File: src/rtl/div_pkg.sv
// div_pkg: shared state encoding and sizing for the sequential divider.
package div_pkg;
  typedef enum logic [1:0] {IDLE, CALC, DONE} div_state_t;
  localparam int DIV_W = 32;
  localparam int CNT_W = $clog2(DIV_W);
endpackage

File: src/rtl/div_step.sv
// div_step: one combinational radix-2 restoring division iteration.
module div_step #(
  parameter int W = 32
) (
  input  logic [W-1:0] rem,
  input  logic [W-1:0] q,
  input  logic [W-1:0] divisor_mag,
  output logic [W-1:0] rem_next,
  output logic [W-1:0] q_next
);
  logic [W:0] shifted, diff;
  // The full W+1-bit shifted remainder is kept so divisors above 2^(W-1) still work; diff MSB is the borrow.
  assign shifted = {rem, q[W-1]};
  assign diff = shifted - {1'b0, divisor_mag};
  assign rem_next = diff[W] ? shifted[W-1:0] : diff[W-1:0];
  assign q_next = {q[W-2:0], ~diff[W]};
endmodule

File: src/rtl/seq_divider.sv
// seq_divider: iterative restoring divider for RV32M DIV/DIVU/REM/REMU.
module seq_divider
  import div_pkg::*;
#(
  parameter int WIDTH = DIV_W
) (
  input  logic             clk,
  input  logic             rst,
  input  logic             start,
  input  logic [WIDTH-1:0] dividend,
  input  logic [WIDTH-1:0] divisor,
  input  logic             is_signed,
  output logic             busy,
  output logic             done,
  output logic [WIDTH-1:0] quotient,
  output logic [WIDTH-1:0] remainder
);
  div_state_t state, next_state;
  logic [CNT_W-1:0] count;
  logic [WIDTH-1:0] rem, q, b_mag, rem_next, q_next, a_mag, d_mag;
  logic neg_q, neg_r, a_neg, b_neg, div_zero, overflow;
  assign a_neg = is_signed & dividend[WIDTH-1];
  assign b_neg = is_signed & divisor[WIDTH-1];
  assign a_mag = a_neg ? -dividend : dividend;
  assign d_mag = b_neg ? -divisor : divisor;
  assign div_zero = divisor == '0;
  assign overflow = is_signed && dividend == {1'b1, {(WIDTH-1){1'b0}}} && &divisor;
  assign busy = state == CALC;
  assign done = state == DONE;
  div_step #(.W(WIDTH)) u_step (
    .rem(rem),
    .q(q),
    .divisor_mag(b_mag),
    .rem_next(rem_next),
    .q_next(q_next)
  );
  always_comb begin
    next_state = state == IDLE ? (start ? ((div_zero | overflow) ? DONE : CALC) : IDLE) :
                 state == CALC ? (count == '0 ? DONE : CALC) : IDLE;
  end
  always_ff @(posedge clk or posedge rst) begin
    if (rst) state <= IDLE;
    else state <= next_state;
  end
  always_ff @(posedge clk or posedge rst) begin
    if (rst) begin
      count <= '0;
      rem <= '0;
      q <= '0;
      b_mag <= '0;
      neg_q <= 1'b0;
      neg_r <= 1'b0;
      quotient <= '0;
      remainder <= '0;
    end else if (state == IDLE && start) begin
      if (div_zero) begin
        quotient <= '1;
        remainder <= dividend;
      end else if (overflow) begin
        quotient <= dividend;
        remainder <= '0;
      end else begin
        count <= CNT_W'(WIDTH - 1);
        rem <= '0;
        q <= a_mag;
        b_mag <= d_mag;
        neg_q <= a_neg ^ b_neg;
        neg_r <= a_neg;
      end
    end else if (state == CALC) begin
      rem <= rem_next;
      q <= q_next;
      count <= count - 1'b1;
      if (count == '0) begin
        quotient <= neg_q ? -q_next : q_next;
        remainder <= neg_r ? -rem_next : rem_next;
      end
    end
  end
endmodule

File: config.mk
export PLATFORM = sky130hd
export DESIGN_NAME = seq_divider
export DESIGN_NICKNAME = d
export VERILOG_FILES = /design/src/rtl/div_pkg.sv /design/src/rtl/div_step.sv /design/src/rtl/seq_divider.sv
export SDC_FILE = /design/constraint.sdc
export NUM_CORES = 1
export LEC_CHECK = 0
export BUFFER_PORTS_ARGS = -buffer_cell sky130_fd_sc_hd__clkbuf_2
export CAP_MARGIN = 20
export CELL_PAD_IN_SITES_DETAIL_PLACEMENT = 1
export CELL_PAD_IN_SITES_GLOBAL_PLACEMENT = 2
export CORE_MARGIN = 3
export CORE_UTILIZATION = 36
export DETAILED_ROUTE_END_ITERATION = 12
export PLACE_DENSITY = 0.85
export SKIP_LAST_GASP = 1
export SLEW_MARGIN = 10
export SYNTH_ARGS = -nofsm -noshare
export SYNTH_HDL_FRONTEND = slang
export SYNTH_SLANG_ARGS = --single-unit
File: constraint.sdc
create_clock -name clk -period 7 [get_ports clk]
set_input_delay 1.05 -clock clk [delete_from_list [all_inputs] [get_ports clk]]
set_output_delay 1.05 -clock clk [all_outputs]
set_load 0.01 [all_outputs]
==> results of run 1 <==
## per-layer routing
layer / up-vias / wire length [um] / part of all wire, % / GRT usage, %
met5: - / 0 / 0 / 0
met4: 0 / 546 / 1.3 / 5.052
met1: 5835 / 20200 / 49 / 32.29
met3: 33 / 1817 / 4.4 / 2.842
met2: 266 / 18870 / 46 / 36.67
li1: 5688 / - / - / -
## registers in the layout, indices dropped and copies added (netlist names)
signal,flops
b_mag,32
count,5
neg_q,1
neg_r,1
q,32
quotient,32
rem,32
remainder,32
state,2
## cells in the final DEF (no fill, tap or decap), types with 12 or more instances in the layout
cell,instances
inv_1,59
buf_4,15
xnor2_1,77
o21ai_0,170
o41ai_1,12
a31oi_1,21
mux2i_1,26
clkbuf_2,133
nand2b_1,14
nor2_1,138
o31ai_1,22
ha_1,39
nor4_1,15
or3_1,19
dfrtp_1,169
o22ai_1,16
nand2_1,207
clkbuf_16,17
nor3_1,27
or4_1,12
and2_1,16
nand3_1,15
o21ai_1,18
nand4_1,18
xor2_1,65
a22oi_1,17
a21o_1,13
a21oi_1,131
## final cells by class
cell class              instances  share of cell area (%)
clock buffers                  17                   3.051
clock inverters                15                   1.194
inverters                      62                   1.705
multi-input cells            1235                   54.11
flip-flops and latches        169                   30.33
well taps                     448                   4.020
repair buffers                148                   5.582
## power breakdown
part	total (uW)	switching, uW	leakage, uW	internal, uW
logic	5200	3250	0.00354	1950
registers	1820	426	0.00206	1400
clock network	992	457	0.000287	535
## path summary, 6_finish.rpt
check / start / endpoint / slack [ns]
setup / recovery: rem[2] / remainder[28] / 1.46
hold / removal: quotient[12] / quotient[12] / 0.48
setup reg to reg: rem[2] / remainder[28] / 1.46
hold reg to reg: quotient[12] / quotient[12] / 0.48
max in group asynchronous: rst / count[4] / 4.65
min in group asynchronous: rst / quotient[6] / 0.81
## worst reg2reg max path: cells and delay by family, from the launching register on
family	cells	cell delay [ns]
adders and majority gates	2	0.61
buffers and inverters	2	0.20
DFF	1	0.46
xor gates and xnor gates	1	0.14
and+or+nand+nor	6	1.59
AOI/OAI and AO/OA	10	2.39
## metrics by stage
step	cells	worst slack, ns	hold WS (ns)	total power (uW)	instance area, sq um
after floorplan	1557	1.375	0.4538	5503	12390
after global placement	2062	1.690	0.4550	6849	13350
after detailed placement	2062	1.515	0.4635	6989	13350
after CTS	2094	1.487	0.4802	8009	13940
after global routing	2094	1.069	0.5030	8727	13940
final	2094	1.462	0.4752	8014	13940
## logic make-up (layout without fill, tap and decap cells)
logic type / Yosys count / in the layout / synth area share (%)
simple gates: 528 / 528 / 19.94
compound gates: 498 / 498 / 24.51
flops: 169 / 169 / 34.13
buf+inv: 153 / 242 / 5.099
xor+xnor: 142 / 142 / 10.04
fa+ha+maj: 40 / 40 / 4.099
mux: 27 / 27 / 2.191
==> metrics.md, run 1 <==
| Metric | Value |
|---|---|
| Outcome | `complete, no violations` |
| CP Capture Type | `flop` |
| Post-synthesis register bit count | `169` |
| Final Skew | `about 0.0085 ns` |
| Synth unique cells | `83` |
| CP top delay family | `compound AO/OA/AOI/OAI gates` |
| WL final | `41.44 mm` |
| Post-synth EDFFs | `0` |
| WL/cell | `19.79 um` |
| Largest net degree at the start of global routing | `101` |
| Net Count, Synth | `around 1700` |
| Cells after Synth | `1557` |
| # fillers | `4160` |
| Tmin final | `about 5.5 ns` |
| Top-count cell post-synth | `nand2_1` |
| Instance count on the critical path | `21` |
| FP Rows | `67` |
| Max_cap viols | `0` |
| DRT iter0 DRCs | `~730` |
| Maximum root-to-sink buffer count | `2` |
| Max Fanout on Critical Path | `6` |
| GRT overflow | `0` |
| CTS tree | `built` |
| Clock-pin slew on the worst setup and hold paths | `0.07 ns` |
| CTS sink count | `169` |
| Starting Density | `36.77%` |
| Number of buffers created by CTS | `17` |
| Hold depth | `2` |
| I/O Buffers | `133` |
| Post-CTS Hold Buffers | `0` |
| Top post-synthesis cells by count | `nand2_1, o21ai_0, dfrtp_1, nor2_1, a21oi_1` |
| Post_cts resized | `0` |
| Layout area overhead | `12.51%` |
| Final Hold Violating Endpoints | `0` |
| DRT Pass-1 Iters | `5` |
| Number of global-route vias before repair | `11690` |
| Hpwl dp | `31.09 mm` |
| Worst Path Buf+Inv | `2` |
| Post-synth ARST share | `100.0%` |
| IO Count | `134` |
| First-pass GRT wire length | `around 66 mm` |
| Synth Flop Type | `dfrtp_1` |
| Fin util | `41.37%` |
| Post-synthesis sequential area ratio | `34.13%` |
| Global Route Usage Sum | `between 20% and 30%` |
| Area of the core | `33700 sq um` |
| Antenna cells | `0` |
| Startpoint Class | `flop` |
| Final setup fails | `0` |
| Yosys top cell area share | `34.13%` |
| Post-Syn Area per Cell | `7.959 sq um` |
| Setup_tns | `0 ns` |
| Layout cells sized above 1 | `between 10 and 15%` |
| Root buffer cell | `clkbuf_16` |
| Vias per inst | `between 5 and 6` |
| Cell breakdown of the critical path | `ha_1, o211a_1, a21boi_1, o21ai_0, a21oi_1, o311ai_2, nor2_4, inv_2, nor2_1, a21oi_1, ha_1, inv_1, or4_1, nor4_1, o21ai_0, o31ai_4, nand4_1, or3b_1, o21ai_1, xnor2_1, o22ai_1` |
| Die width | `191.5 um` |
| R2R cell count | `21` |
| Multi-input logic area | `around 7500 sq um` |
| Worst-Skew Late Latency | `0.44 ns` |
| Count of final max-slew check failures | `0` |
| WS Path Type | `flop to flop` |
| Fmax | `roughly 0.18 GHz` |
| Period Utilization, post-route | `roughly four fifths` |
| Initial antenna violation count | `1` |
| Htree depth | `4` |
| Via count | `11820` |
| Die H | `191.5 um` |
| Nets | `1741` |
| Slowest stage delay, CP | `around 0.57 ns` |
| Register Area | `4229 sq um` |
| VDD IR max | `0.0002753 V` |
| Data required, critical path | `around 7.3 ns` |
| Die area | `36680 sq um` |
| HP Class | `flop to flop` |
| Slew margin rel. | `28.70%` |
| Synth warn | `0` |
| CP max stage cell | `o311ai_2` |
| Pwr dens | `between 500 and 600 nW/um^2` |
| Post-DRT Antenna Nets | `0` |
| DRC viols | `0` |
| Cell taking the most area after synthesis | `dfrtp_1` |
| Synthesized cell area | `roughly 12000 sq um` |
| Worst slew pin tran | `between 1 and 1.5 ns` |
| Synth area leaders | `dfrtp_1, o21ai_0, nand2_1, xnor2_1, a21oi_1` |
| Final Wtd Congestion | `0.8659` |
| Post-CTS Setup Bufs | `0` |
| WP data arrival | `a little under 6 ns` |
| Leak Pwr | `0.005882 uW` |
| RSZ-0062 raised after global routing | `no` |
Power figures use the tool's default switching activity.
==> run 2: changes to the inputs <==
--- a/config.mk
+++ b/config.mk
@@ -10,9 +10,9 @@
 export CELL_PAD_IN_SITES_DETAIL_PLACEMENT = 1
 export CELL_PAD_IN_SITES_GLOBAL_PLACEMENT = 2
 export CORE_MARGIN = 3
-export CORE_UTILIZATION = 36
+export CORE_UTILIZATION = 32
 export DETAILED_ROUTE_END_ITERATION = 12
-export PLACE_DENSITY = 0.85
+export PLACE_DENSITY = 0.8
 export SKIP_LAST_GASP = 1
 export SLEW_MARGIN = 10
 export SYNTH_ARGS = -nofsm -noshare
==> constraint.sdc (replaced) <==
create_clock -name clk -period 4.9 [get_ports clk]
set_input_delay 0.735 -clock clk [delete_from_list [all_inputs] [get_ports clk]]
set_output_delay 0.735 -clock clk [all_outputs]
set_load 0.01 [all_outputs]
==> run 2 against run 1 <==
Net effect:
- register-to-register slack got worse by 1.3 ns
- routed wire length increased by 4.0%
- count of clock-buffer cells in the layout is 2 higher
- power grew 52%
- critical path type unchanged
- highest routed layer unchanged
==> metrics.md, run 2 (synthesis results as in run 1) <==
| Metric | Value |
|---|---|
| FP Rows | `71 (+6.0%)` |
| WP data arrival | `5.06 ns (-0.76 ns)` |
| Die width | `202.8 um (+5.9%)` |
| Fin area | `14550 sq um (+4.4%)` |
| Final Hold Violating Endpoints | `0 (unchanged)` |
| Via count | `11850 (+0.20%)` |
| Worst slew pin tran | `1.037 ns (-0.03227 ns)` |
| Number of buffers created by CTS | `17 (unchanged)` |
| Final setup fails | `0 (unchanged)` |
| Layout area overhead | `17.41%` |
| Max_cap viols | `0 (unchanged)` |
| Max Fanout on Critical Path | `6 (unchanged)` |
| RSZ-0062 raised after global routing | `yes` |
| DRT iter0 DRCs | `596 (-19%)` |
| Area of the core | `37930 sq um (+13%)` |
| HP Class | `primary input to asynchronous set/reset pin` |
| DRT Pass-1 Iters | `7 (+2)` |
| Fmax | `0.2123 GHz (+18%)` |
| Post-DRT Antenna Nets | `0 (unchanged)` |
| Tmin final | `4.711 ns (-0.8271 ns)` |
| Slack of the critical path | `0.1891 ns (-1.273 ns)` |
| GRT overflow | `0 (unchanged)` |
| Outcome | `complete, no violations` |
| Starting Density | `32.67% (-4.1 points)` |
| Final Wtd Congestion | `0.8691 (+0.37%)` |
| Antenna cells | `0 (unchanged)` |
| First-pass GRT wire length | `69.02 mm (+5.1%)` |
| Total power | `12190 uW (+52%)` |
| CP Capture Type | `flop` |
| Count of final max-slew check failures | `0 (unchanged)` |
| Cell breakdown of the critical path | `inv_2, ha_4, fa_2, nand2b_4, a21boi_4, o21ai_2, a21oi_2, a32o_2, nor2_4, inv_4, nor2_1, a21oi_2, ha_2, inv_1, or4b_4, o21bai_4, o31ai_4, nand4_1, or3b_4, o21ai_2, xor2_1, o21ai_1` |
| Die H | `202.8 um (+5.9%)` |
| Worst Path Buf+Inv | `3 (+1)` |
| Initial antenna violation count | `1 (unchanged)` |
| Slowest stage delay, CP | `0.54 ns (-0.03 ns)` |
| Commonest non-fill, non-tap cell in the layout | `nand2_1` |
| WL/cell | `19.58 um (-1.0%)` |
| WS Path Type | `flop to flop` |
| CTS sink count | `169 (unchanged)` |
| CP top delay family | `compound AO/OA/AOI/OAI gates` |
| Fin util | `38.35% (-3.0 points)` |
| Number of global-route vias before repair | `12000 (+2.7%)` |
| I/O Buffers | `133 (unchanged)` |
| Final Skew | `0.01775 ns (+0.009217 ns)` |
| Global Route Usage Sum | `20.96% (-1.7 points)` |
| # fillers | `4667 (+12%)` |
| WL final | `43.08 mm (+4.0%)` |
| CTS tree | `built` |
| Maximum root-to-sink buffer count | `2 (unchanged)` |
| Die area | `41120 sq um (+12%)` |
| Slew margin rel. | `30.85% (+2.2 points)` |
| Pwr dens | `837.6 nW/um^2 (+46%)` |
| Post-CTS Hold Buffers | `0 (unchanged)` |
| Worst-Skew Late Latency | `0.46 ns (+0.02 ns)` |
| Hold_ws | `0.1831 ns (-0.2921 ns)` |
| Data required, critical path | `5.25 ns (-2.03 ns)` |
| Vias per inst | `5.385 (-4.6%)` |
| Most frequent cells in the layout | `nand2_1, dfrtp_1, o21ai_0` |
| Nets | `1784 (+2.5%)` |
| Root buffer cell | `clkbuf_16` |
| R2R Setup Slk | `0.19 ns (-1.27 ns)` |
| Htree depth | `4 (unchanged)` |
| VDD IR max | `0.0005204 V (+89%)` |
| Place WS | `-0.05645 ns (-1.572 ns)` |
| Startpoint Class | `flop` |
| CP max stage cell | `or4b_4` |
| Period Utilization, post-route | `96.14% (+17 points)` |
| IO Count | `134 (unchanged)` |
| Layout cells sized above 1 | `16.87% (+3.9 points)` |
| DRC viols | `0 (unchanged)` |
| Leak Pwr | `0.006126 uW (+4.1%)` |
| Hpwl dp | `33.27 mm (+7.0%)` |
| Clock-pin slew on the worst setup and hold paths | `0.08 ns (about the same)` |
| Largest net degree at the start of global routing | `110 (+8.9%)` |
| Dpl cell area | `13840 sq um (+3.7%)` |
[run 2: changes by cell type in the layout (fill, tap and decap cells not counted), sizes merged]
cell,change
clkbuf,+2
buf,+43
bufinv,+1
clkinv,-1
clkinvlp,+1
inv,-3
[run 2: worst register-to-register path, stage by stage (launching register included)]
cell	delay, ns
dfrtp_1	0.39
inv_2	0.07
ha_4	0.18
fa_2	0.40
nand2b_4	0.17
a21boi_4	0.16
o21ai_2	0.10
a21oi_2	0.23
a32o_2	0.21
nor2_4	0.06
inv_4	0.10
nor2_1	0.06
a21oi_2	0.14
ha_2	0.18
inv_1	0.06
or4b_4	0.54
o21bai_4	0.21
o31ai_4	0.28
nand4_1	0.20
or3b_4	0.47
o21ai_2	0.13
xor2_1	0.20
o21ai_1	0.07
[run 2: metal layers]
metal / up-vias / routed length [um] / track usage, %
met4: 0 / 449 / 4.157
li1: 5781 / - / -
met5: - / 0 / 0
met2: 210 / 19980 / 34.26
met3: 27 / 1357 / 2.229
met1: 5828 / 21290 / 30.21
[run 2: where the power goes]
part | internal [uW] | switching [uW] | total (uW)
sequential | 2000 | 598 | 2600
combinational | 3160 | 4980 | 8150
clock | 822 | 620 | 1440
[run 2: metrics by stage]
stage | TNS [ns] | cells
2_1_floorplan | 0 | 1557
3_3_place_gp | 0 | 2165
3_5_place_dp | -0.08299 | 2165
4_1_cts | 0 | 2197
5_1_grt | -0.03531 | 2200
6_report | 0 | 2200
[run 2: repair_timing]
action	in CTS	in global routing
setup endpoints to repair	2	10
setup buffers	0	3
pin swaps	3	10
gates resized for setup	2	23
hold endpoints to repair	0	0
[run 2: worst paths after layout]
kind,from,end,cells after the start
worst max-delay path,q[31],remainder[30],22
worst min-delay path,rst,quotient[4],2
worst max register to register,q[31],remainder[30],22
worst min register to register,quotient[10],quotient[10],2
max in group asynchronous,rst,b_mag[24],3
min in group clk,quotient[10],quotient[10],2
[run 2: area by class of cell]
cell class | count | area, sq um | area share, %
sequential | 169 | 4229 | 29.07
clock buffer | 19 | 442.9 | 3.044
tap | 511 | 639.4 | 4.395
clock inverter | 13 | 166.4 | 1.144
multi-input combinational | 1235 | 7694 | 52.88
inverter | 62 | 239.0 | 1.643
timing repair buffer | 191 | 1139 | 7.826
==> run 3: changes to the inputs <==
--- a/config.mk
+++ b/config.mk
@@ -12,7 +12,7 @@
 export CORE_MARGIN = 3
 export CORE_UTILIZATION = 32
 export DETAILED_ROUTE_END_ITERATION = 12
-export PLACE_DENSITY = 0.8
+export PLACE_DENSITY_LB_ADDON = 0.15
 export SKIP_LAST_GASP = 1
 export SLEW_MARGIN = 10
 export SYNTH_ARGS = -nofsm -noshare
==> run 3 against run 2 <==
Net effect:
- clock power is 3% lower
- via count is 1.5% lower
- count of clock-buffer cells in the layout is 1 lower
- first-iteration DRC count is 3.0% lower
- clock skew is 0.0056 ns lower
- register-to-register slack better by 0.09 ns
- routed wire length is 1.7% higher
- critical path type unchanged
- largest power group unchanged
==> metrics.md, run 3 (synthesis results as in run 1) <==
| Metric | Value |
|---|---|
| Slew margin rel. | `33.27% (+2.4 points)` |
| GRT overflow | `0 (unchanged)` |
| VDD IR max | `0.0003101 V (-40%)` |
| First-pass GRT wire length | `70.26 mm (+1.8%)` |
| R2R Setup Slk | `0.28 ns (+0.09 ns)` |
| # fillers | `4650 (-0.36%)` |
| Antenna cells | `0 (unchanged)` |
| Tmin final | `4.625 ns (-0.08612 ns)` |
| Number of global-route vias before repair | `11970 (-0.27%)` |
| WS Path Type | `flop to flop` |
| Clock-pin slew on the worst setup and hold paths | `0.08 ns (about the same)` |
| WL/cell | `19.94 um (+1.8%)` |
| Placed instance count | `2165 (unchanged)` |
| Data required, critical path | `5.23 ns (-0.02 ns)` |
| Period Utilization, post-route | `94.38% (-1.8 points)` |
| Worst-Skew Late Latency | `0.46 ns (about the same)` |
| Hpwl dp | `33.54 mm (+0.83%)` |
| RSZ-0062 raised after global routing | `no` |
| R2R Path End | `remainder[30]` |
| Layout cells sized above 1 | `16.31% (-0.56 points)` |
| Starting Density | `32.67% (unchanged)` |
| WL final | `43.81 mm (+1.7%)` |
| Worst hold start | `quotient[0]` |
| Global Route Usage Sum | `21.60% (+0.64 points)` |
| Largest net degree at the start of global routing | `170 (+55%)` |
| Switching share of total power | `51.15% (+0.25 points)` |
| Fin util | `38.22% (-0.14 points)` |
| Max_cap viols | `0 (unchanged)` |
| P_int | `5869 uW (-1.9%)` |
| I/O Buffers | `133 (unchanged)` |
| Most frequent cells in the layout | `nand2_1, dfrtp_1, o21ai_0` |
| Count of final max-slew check failures | `0 (unchanged)` |
| Htree depth | `4 (unchanged)` |
| Cell breakdown of the critical path | `inv_1, ha_2, fa_2, nand2b_4, a21boi_4, o21ai_2, a21oi_2, a32o_2, nor2_4, inv_4, nor2_1, a21oi_2, ha_1, inv_1, or4b_4, o21bai_4, o31ai_4, nand4_1, or3b_4, o21ai_2, xor2_1, o21ai_0` |
| Layout area overhead | `16.98%` |
| CTS sink count | `169 (unchanged)` |
| Via count | `11670 (-1.5%)` |
| CP max stage cell | `or4b_4` |
| Die width | `202.8 um (unchanged)` |
| Vias per inst | `5.310 (-1.4%)` |
| DRC viols | `0 (unchanged)` |
| CP top delay family | `compound AO/OA/AOI/OAI gates` |
| Startpoint Class | `flop` |
| Commonest non-fill, non-tap cell in the layout | `nand2_1` |
| Nets | `1782 (-0.11%)` |
| Total power | `12010 uW (-1.4%)` |
| Initial antenna violation count | `1 (unchanged)` |
| Root buffer cell | `clkbuf_16` |
| Net Sw Power | `6144 uW (-0.93%)` |
| Pwr dens | `828.7 nW/um^2 (-1.1%)` |
| Hold endpoint | `quotient[0]` |
| WP data arrival | `4.95 ns (-0.11 ns)` |
| Slowest stage delay, CP | `0.54 ns (about the same)` |
| Die area | `41120 sq um (unchanged)` |
| DRT Pass-1 Iters | `5 (-2)` |
| Leak Pwr | `0.006081 uW (-0.73%)` |
| Hold depth | `2` |
| Area of the core | `37930 sq um (unchanged)` |
| Maximum root-to-sink buffer count | `2 (unchanged)` |
| Final setup fails | `0 (unchanged)` |
| Max Fanout on Critical Path | `5 (-1)` |
| Fmax | `0.2162 GHz (+1.9%)` |
| Worst slew pin tran | `1.001 ns (-0.03628 ns)` |
| Hold_ws | `0.4719 ns (+0.2888 ns)` |
| Worst r2r src | `q[31]` |
| FP Rows | `71 (unchanged)` |
| Final Skew | `0.01212 ns (-0.005628 ns)` |
| Final instance count without filler cells | `2197 (-0.14%)` |
| Die H | `202.8 um (unchanged)` |
| R2R cell count | `22 (unchanged)` |
| Logic pwr share | `66.9% (about the same)` |
| CP Capture Type | `flop` |
| Worst Path Buf+Inv | `3 (unchanged)` |
| Post-CTS Hold Buffers | `0 (unchanged)` |
| Number of buffers created by CTS | `17 (unchanged)` |
| Register Area | `4229 sq um (unchanged)` |
| Multi-input logic area | `7665 sq um (-0.37%)` |
| DRT iter0 DRCs | `578 (-3.0%)` |
| Final Hold Violating Endpoints | `0 (unchanged)` |
| IO Count | `134 (unchanged)` |
| Flop pwr share | `21.6% (+0.3 points)` |
| Outcome | `complete, no violations` |
| Setup_tns | `0 ns (unchanged)` |
| Post-DRT Antenna Nets | `0 (unchanged)` |
| Clock Power Share | `11.6% (-0.2 points)` |
| Final Wtd Congestion | `0.8952 (+3.0%)` |
| HP Class | `flop to flop` |
| CTS tree | `built` |
## run 3: changes by cell type in the layout (fill, tap and decap cells not counted), moves of 2 or more
cell / delta
o21ai_1: -2
buf_12: +2
ha_1: +3
clkinvlp_4: +6
nor2_1: +2
clkinv_2: -3
nor2_2: -2
ha_2: -2
o21ai_0: +2
buf_4: -4
## run 3: worst max path at each step
stage	start	endpoint	slack, ns	depth (start not counted)
after floorplan	rem[24]	remainder[28]	0.003	23
after global placement	q[31]	remainder[28]	0.09	22
after detailed placement	q[31]	remainder[28]	-0.02	23
after CTS	rem[3]	remainder[30]	0.001	20
after global routing	q[31]	remainder[28]	0.02	23
final	q[31]	remainder[30]	0.28	22
## run 3: tightest hold or removal path, delay by kind of cell (launching register included)
kind,cells,cell delay (ns)
DFF,1,0.35
and+or+nand+nor,2,0.10
## run 3: area by class of cell
type | count | share of cell area [%]
Clock inverter | 13 | 1.010
Sequential cell | 169 | 29.17
Timing Repair Buffer | 189 | 7.923
Clock buffer | 18 | 2.960
Multi-Input combinational cell | 1235 | 52.87
Inverter | 62 | 1.649
Tap cell | 511 | 4.410
## run 3: per-layer routing
layer | share of wire [%] | vias to the layer above | global-route usage, % | routed length, um
li1 | - | 5772 | - | -
met1 | 49 | 5682 | 30.51 | 21570
met2 | 46 | 180 | 35.39 | 20340
met3 | 2.8 | 31 | 2.629 | 1230
met4 | 1.5 | 0 | 5.122 | 667
met5 | 0 | - | 0 | 0
## run 3: repair_timing
action	CTS	global route
buffers inserted	0	1
pin swaps	1	6
gates resized for setup	1	13
endpoints found under the setup margin	2	7
## run 3: metrics by stage
step	setup slack [ns]	cell area (sq um)
6_report	0.2752	14500
5_1_grt	0.02039	14500
4_1_cts	0.001408	14440
3_5_place_dp	-0.02383	13870
3_3_place_gp	0.08730	13870
2_1_floorplan	0.003495	12490
## run 3: power by group through the flow
stage	registers, uW	clock network [uW]	logic (uW)
CTS	2580	1440	8000
detailed placement	2610	0	7960
global route	2680	1490	8990
finish	2590	1390	8030
floorplan	2480	0	5520
global placement	2570	0	7860
